[config.mk]
export PLATFORM = sky130hd
export DESIGN_NAME = stack_sequencer
export DESIGN_NICKNAME = d
export VERILOG_FILES = /design/src/rtl/stack_sequencer.sv
export SDC_FILE = /design/constraint.sdc
export NUM_CORES = 1
export LEC_CHECK = 0
export ABC_AREA = 1
export BUFFER_PORTS_ARGS = -buffer_cell sky130_fd_sc_hd__buf_2
export CAP_MARGIN = 5
export CORE_ASPECT_RATIO = 0.6
export CORE_MARGIN = 3
export CORE_UTILIZATION = 41
export CTS_CLUSTER_DIAMETER = 80
export CTS_CLUSTER_SIZE = 14
export DETAILED_ROUTE_END_ITERATION = 12
export PLACE_DENSITY = 0.75
export SLEW_MARGIN = 25
export SYNTH_ARGS = -nofsm -noshare
export SYNTH_HDL_FRONTEND = slang
export SYNTH_SLANG_ARGS = --single-unit
export TNS_END_PERCENT = 10
[constraint.sdc]
create_clock -name clk -period 1.1 [get_ports clk]
set_input_delay 0.055 -clock clk [delete_from_list [all_inputs] [get_ports clk]]
set_output_delay 0.055 -clock clk [all_outputs]
set_load 0.02 [all_outputs]
[src/rtl/stack_sequencer.sv]
// Downward-growing hardware stack controller: pre-decrement push, post-increment pop,
// with an external pointer stage and a synchronous-read stack RAM.
module stack_sequencer #(
   parameter int N = 9,
   parameter int W = 16,
   parameter logic [N-1:0] SP_INIT = 9'h1FF
) (
   input  logic         clk,
   input  logic         rst_n,
   input  logic         psh_req,
   input  logic         pop_req,
   input  logic [W-1:0] push_data,
   output logic         ready,
   output logic         done,
   output logic         err,
   output logic [W-1:0] pop_data,
   output logic         sp_psh,
   output logic         sp_pop,
   output logic [N-1:0] sp_d,
   input  logic [N-1:0] sp_q,
   output logic [N-1:0] mem_addr,
   output logic [W-1:0] mem_wdata,
   output logic         mem_we,
   output logic         mem_re,
   input  logic [W-1:0] mem_rdata,
   output logic         full,
   output logic         empty
);

   typedef enum logic [2:0] {
      IDLE     = 3'd0,
      PUSH_DEC = 3'd1,
      PUSH_WR  = 3'd2,
      POP_RD   = 3'd3,
      POP_INC  = 3'd4,
      ERR      = 3'd5
   } state_t;

   state_t         state_r;
   state_t         state_s;
   logic [N-1:0]   sp_r;
   logic [W-1:0]   data_r;
   logic [W-1:0]   pop_data_r;
   logic           done_r;
   logic           err_r;
   logic           err_wait_r;
   logic           finish_s;
   logic           full_s;
   logic           empty_s;

   assign full_s  = (sp_r == {N{1'b0}});
   assign empty_s = (sp_r == SP_INIT);

   // Next-state decode; ERR holds for two cycles so rejects match the push/pop latency.
   always_comb begin
      state_s  = state_r;
      finish_s = 1'b0;
      case (state_r)
         IDLE: begin
            if (psh_req) begin
               state_s = full_s ? ERR : PUSH_DEC;
            end else if (pop_req) begin
               state_s = empty_s ? ERR : POP_RD;
            end else begin
               state_s = IDLE;
            end
         end
         PUSH_DEC: state_s = PUSH_WR;
         PUSH_WR: begin
            state_s  = IDLE;
            finish_s = 1'b1;
         end
         POP_RD: state_s = POP_INC;
         POP_INC: begin
            state_s  = IDLE;
            finish_s = 1'b1;
         end
         ERR: begin
            if (err_wait_r) begin
               state_s  = IDLE;
               finish_s = 1'b1;
            end else begin
               state_s  = ERR;
            end
         end
         default: state_s = IDLE;
      endcase
   end

   // State, pointer, captured word, popped word and completion flags.
   always_ff @(posedge clk or negedge rst_n) begin
      if (!rst_n) begin
         state_r    <= IDLE;
         sp_r       <= SP_INIT;
         data_r     <= {W{1'b0}};
         pop_data_r <= {W{1'b0}};
         done_r     <= 1'b0;
         err_r      <= 1'b0;
         err_wait_r <= 1'b0;
      end else begin
         state_r    <= state_s;
         done_r     <= finish_s;
         err_r      <= finish_s && (state_r == ERR);
         err_wait_r <= (state_r == ERR) && !err_wait_r;
         if ((state_r == IDLE) && psh_req && !full_s) begin
            data_r <= push_data;
         end
         if ((state_r == PUSH_DEC) || (state_r == POP_INC)) begin
            sp_r <= sp_q;
         end
         if (state_r == POP_INC) begin
            pop_data_r <= mem_rdata;
         end
      end
   end

   assign ready     = (state_r == IDLE);
   assign done      = done_r;
   assign err       = err_r;
   assign pop_data  = pop_data_r;
   assign sp_psh    = (state_r == PUSH_DEC);
   assign sp_pop    = (state_r == POP_INC);
   assign sp_d      = sp_r;
   assign mem_addr  = sp_r;
   assign mem_wdata = data_r;
   assign mem_we    = (state_r == PUSH_WR);
   assign mem_re    = (state_r == POP_RD);
   assign full      = full_s;
   assign empty     = empty_s;

endmodule

Yosys cells after proc, flatten, opt, wreduce, memory -nomap -nowiden
Index checks and enable logic that the tools add are counted.
{"block": "totals", "latch_bits": 0, "romBits": 0, "reg_bits": 47, "input_bits": 45, "ram_bits": 0, "n_memories": 0}
{"block": "op_classes", "n_shift": 0, "div_mod_pow": 0, "muxes": 8, "n_reduce_logical": 10, "addsub": 0, "mul": 0, "eq_ne": 6, "bitwise": 0, "order_cmp": 0}
{"op": "$mux W3", "count": 5}
{"op": "$pmux W3 S4", "count": 1}
{"op": "$eq A9 B9 Y1 const B", "count": 1}
{"op": "$logic_not A9 Y1", "count": 1}
{"op": "$eq A3 B2 Y1 const B", "count": 2}
{"op": "$eq A3 B3 Y1 const B", "count": 2}
{"op": "$logic_and A1 B1 Y1", "count": 4}
{"op": "$eq A3 B1 Y1 const B", "count": 1}
{"op": "$logic_not A3 Y1", "count": 1}
{"op": "$logic_not A1 Y1", "count": 2}
{"op": "$pmux W1 S2", "count": 1}
{"op": "$reduce_or A2 Y1", "count": 1}
{"op": "$logic_or A1 B1 Y1", "count": 1}
{"op": "$mux W1", "count": 1}

Longest topological paths before layout
{"block": "logic_depth", "ltp_word": 5, "depth_mapped": 7, "depth_no_buf": 6}

Worst setup path before layout
OpenSTA, ideal clock, no wires.
{"block": "synth_path", "path_kind": "register to register", "startpoint": "register state_r[0]", "endpoint": "register done_r, in the netlist done", "setup_time_ns": 0.070, "path_stages_with_launch": 3, "n_path_buf": 0, "arrival_time_ns": 1.175, "synth_period_minus_slack_ns": 1.245, "required_time_ns": 1.030, "slack_ns": -0.145, "path_cell_list": "dfrtp_1 -> nor3_1 -> nand3b_1"}
{"block": "synth_between", "elab_chain_len": 3}
{"item": "start, declared", "line_no": "39", "source": "state_t state_r;"}
{"item": "start signal, assigned", "line_no": "101", "source": "state_r <= state_s;"}
{"item": "$eq A3 B2 Y1"}
{"item": "via mem_we", "line_no": "23", "source": "output logic mem_we,"}
{"item": "$reduce_or A2 Y1 (no source line)"}
{"item": "$pmux W1 S2", "line_no": "58", "source": "case (state_r)"}
{"item": "via finish_s", "line_no": "47", "source": "logic finish_s;"}
{"item": "end signal, assigned", "line_no": "102", "source": "done_r <= finish_s;"}
{"item": "end, declared", "line_no": "44", "source": "logic done_r;"}
The timed path passes the listed nets, and every way through them passes these cells.
A chain may end at the register's enable or synchronous reset.

Worst setup path after layout
{"block": "layout_path", "startpoint": "register sp_r[5], in the netlist mem_addr[5]", "endpoint": "output empty"}
{"block": "layout_between", "elab_chain_len": 1}
{"item": "start, declared", "line_no": "41", "source": "logic [N-1:0] sp_r;"}
{"item": "start signal, assigned", "line_no": "109", "source": "sp_r <= sp_q;"}
{"item": "$eq A9 B9 Y1", "line_no": "52", "source": "assign empty_s = (sp_r == SP_INIT);"}
{"item": "end, declared", "line_no": "27", "source": "output logic empty"}
Every way passes these cells.

==> metrics <==
first-pass GRT wire length=9870 um; Slew Limit Fails=0; Rows=19; post-route non-filler standard cell count=464; DRT iter0 DRCs=85; CP max stage cell=dfstp_2; design area=0.00374 mm^2; Ports=104; crit path DAT=1.50 ns; failing checks=setup timing; layout cells sized above 1=52.9%; CTS Root Cell=clkbuf_8; Rel. slew slack=78.6%; Crit Path Class=reg2out; pre-CTS setup slack=-0.163 ns; Longest Clk Path Bufs=2; nature of the critical path endpoint=output port; H-tree Lvls=2; Final Hold Fails=0; Layout area overhead=75.8%; die extent in x=99.0 um; CTS tree=done; maximum fanout along the worst path=2; Worst Skew=0.00641 ns; slowest cell delay on critical path=0.56 ns; Port Buffers=103; Vias=2,163; Most used DFF post-synth=dfrtp_1; Clock transition at path regs=0.08 ns; drt wl/cell=14.3 um; GPL Wtd Cong=0.874; RSZ-0062 raised after global routing=yes; Yosys top cell area share=44.7%; largest area contributor in the netlist=dfrtp_1; Synth async-reset ratio=100%; Mapped Cells=231; grt total ovfl=0; post-DR vias/cell=4.66; final hold slack=0.00705 ns; Pwr per Cell Area=2920 mW/mm^2; drt first pass iters=4; Routed WL=6630 um; minimum clock period after layout=1.56 ns; Die Y=61.8 um; critical path required time=1.04 ns; CTS Sinks=47; Final WS setup=-0.460 ns; dominant cells by area after synthesis=dfrtp_1 (45%), nand2_1 (15%), dfstp_2 (11%); Syn Nets=276; Tightest Pin Transition=0.321 ns; Ys Warns=0; Post-route DRC=0; vias in the first global route=2,124; period utilisation layout=142%; initial antenna violation count=0; Mapped Area=0.00213 mm^2; placed cell area=0.00283 mm^2; Cell Chain, Critical Path=buf_6 > nand2_2 > nor2_1 > nand3b_1 > inv_1 > buf_6; Total Neg Setup Slack=-10.99 ns; Layout Nets=445; pin count of the biggest net entering global routing=29; synth cell count leaders=nand2_1 (83), dfrtp_1 (38), inv_1 (25); CTS buffer count=5; Yosys cell types=23; # fillers=296; placed cells=407; Mean Syn Cell Area=9.21 um^2; fmax=641 MHz; flops & latches, synth=47; register area share after synthesis=55.8%; run status=finished with violations; CP Launch Type=register; setup violators final=67; peak supply drop=1.40 mV; clk_lat worst skew=0.30 ns; DRT antenna net count=0; Post-synth EDFFs=0; area of the core=0.00478 mm^2; Hold/Removal Path Class=in2reg; crit-path most repeated cell=buf_6; Total GRT Usage=20.8%; Detailed Place HPWL=4050 um; Initial Utilization=44.5%; die area=0.00612 mm^2; most frequent cell after synthesis=nand2_1; Leak Pwr=2.00 nW; ant diodes=0; Max-Cap Viols=0
-- power breakdown --
part | switching [mW] | total (mW) | internal [mW]
clock | 0.584 | 1.16 | 0.572
sequential | 0.568 | 3.22 | 2.66
combinational | 3.60 | 6.54 | 2.95
-- per-layer routing --
metal	routed length, um	GRT usage, %	share of wire [%]
met3	394	4.79	5.9
met4	104	6.03	1.6
met2	3450	37.7	52
met5	0	0	0
met1	2680	25.8	40
-- cell usage in the layout, fill, tap and decap left out, types with 4 or more instances in the layout --
| cell | count |
|---|---|
| nand2_2 | 13 |
| dlygate4sd3_1 | 39 |
| buf_2 | 78 |
| dfrtp_1 | 37 |
| clkbuf_8 | 7 |
| nor2_4 | 4 |
| nor2_1 | 7 |
| nand3_1 | 7 |
| inv_1 | 19 |
| buf_6 | 46 |
| inv_2 | 5 |
| nand2_1 | 73 |
| o21ai_2 | 17 |
| dfstp_2 | 9 |
| buf_4 | 12 |
-- worst max-delay path, delay by kind of cell, from the launching register on --
kind | cells | cell delay [ns]
flip-flops | 1 | 0.56
buffers and inverters | 3 | 0.33
AND/OR/NAND/NOR | 3 | 0.32
-- layout make-up --
class	instances	area (um^2)	area share, %
Inverter	27	114	3.04
Clock inverter	1	7.51	0.201
Timing Repair Buffer	178	1440	38.6
Clock buffer	7	96.3	2.57
Sequential cell	47	1190	31.8
Multi-Input combinational cell	141	813	21.7
Tap cell	63	78.8	2.11
-- kinds of logic after synthesis --
family | Yosys count | share of synthesized area, %
AND/OR/NAND/NOR | 118 | 24.2
AO/OA/AOI/OAI | 23 | 8.94
flip-flops | 47 | 55.8
buffers and inverters | 43 | 11.1
-- sequential cells by signal (all words and copies together), names as in the netlist --
name	flops
mem_wdata	16
pop_data	16
mem_addr	9
state_r	3
done	1
err	1
err_wait_r	1
-- final timing paths --
check | endpoint | start | cells past startpoint | slack, ns
setup reg to reg | mem_wdata[9] | mem_addr[1] | 8 | -0.36
hold reg to reg | pop_data[5] | pop_data[5] | 2 | 0.48
hold / removal | mem_wdata[8] | push_data[8] | 3 | 0.007
max in group asynchronous | mem_addr[4] | rst_n | 3 | 0.41
min in group asynchronous | mem_wdata[7] | rst_n | 2 | 0.18
setup / recovery | empty | mem_addr[5] | 6 | -0.46
-- what timing repair did --
item,CTS,global route
setup buffers,8,3
pin swaps,8,5
endpoints found under the hold margin,82,0
endpoints found under the setup margin,48,70
hold buffers,39,0
gates resized for setup,83,24
-- stage by stage --
stage / total power [mW] / util [%]
2_1_floorplan: 6.48 / -
3_3_place_gp: 8.07 / 59.3
3_5_place_dp: 8.20 / 59.3
4_1_cts: 10.5 / 76.0
5_1_grt: 11.6 / 78.3
6_report: 10.9 / 78.3
(Power assumes the default switching activity.)
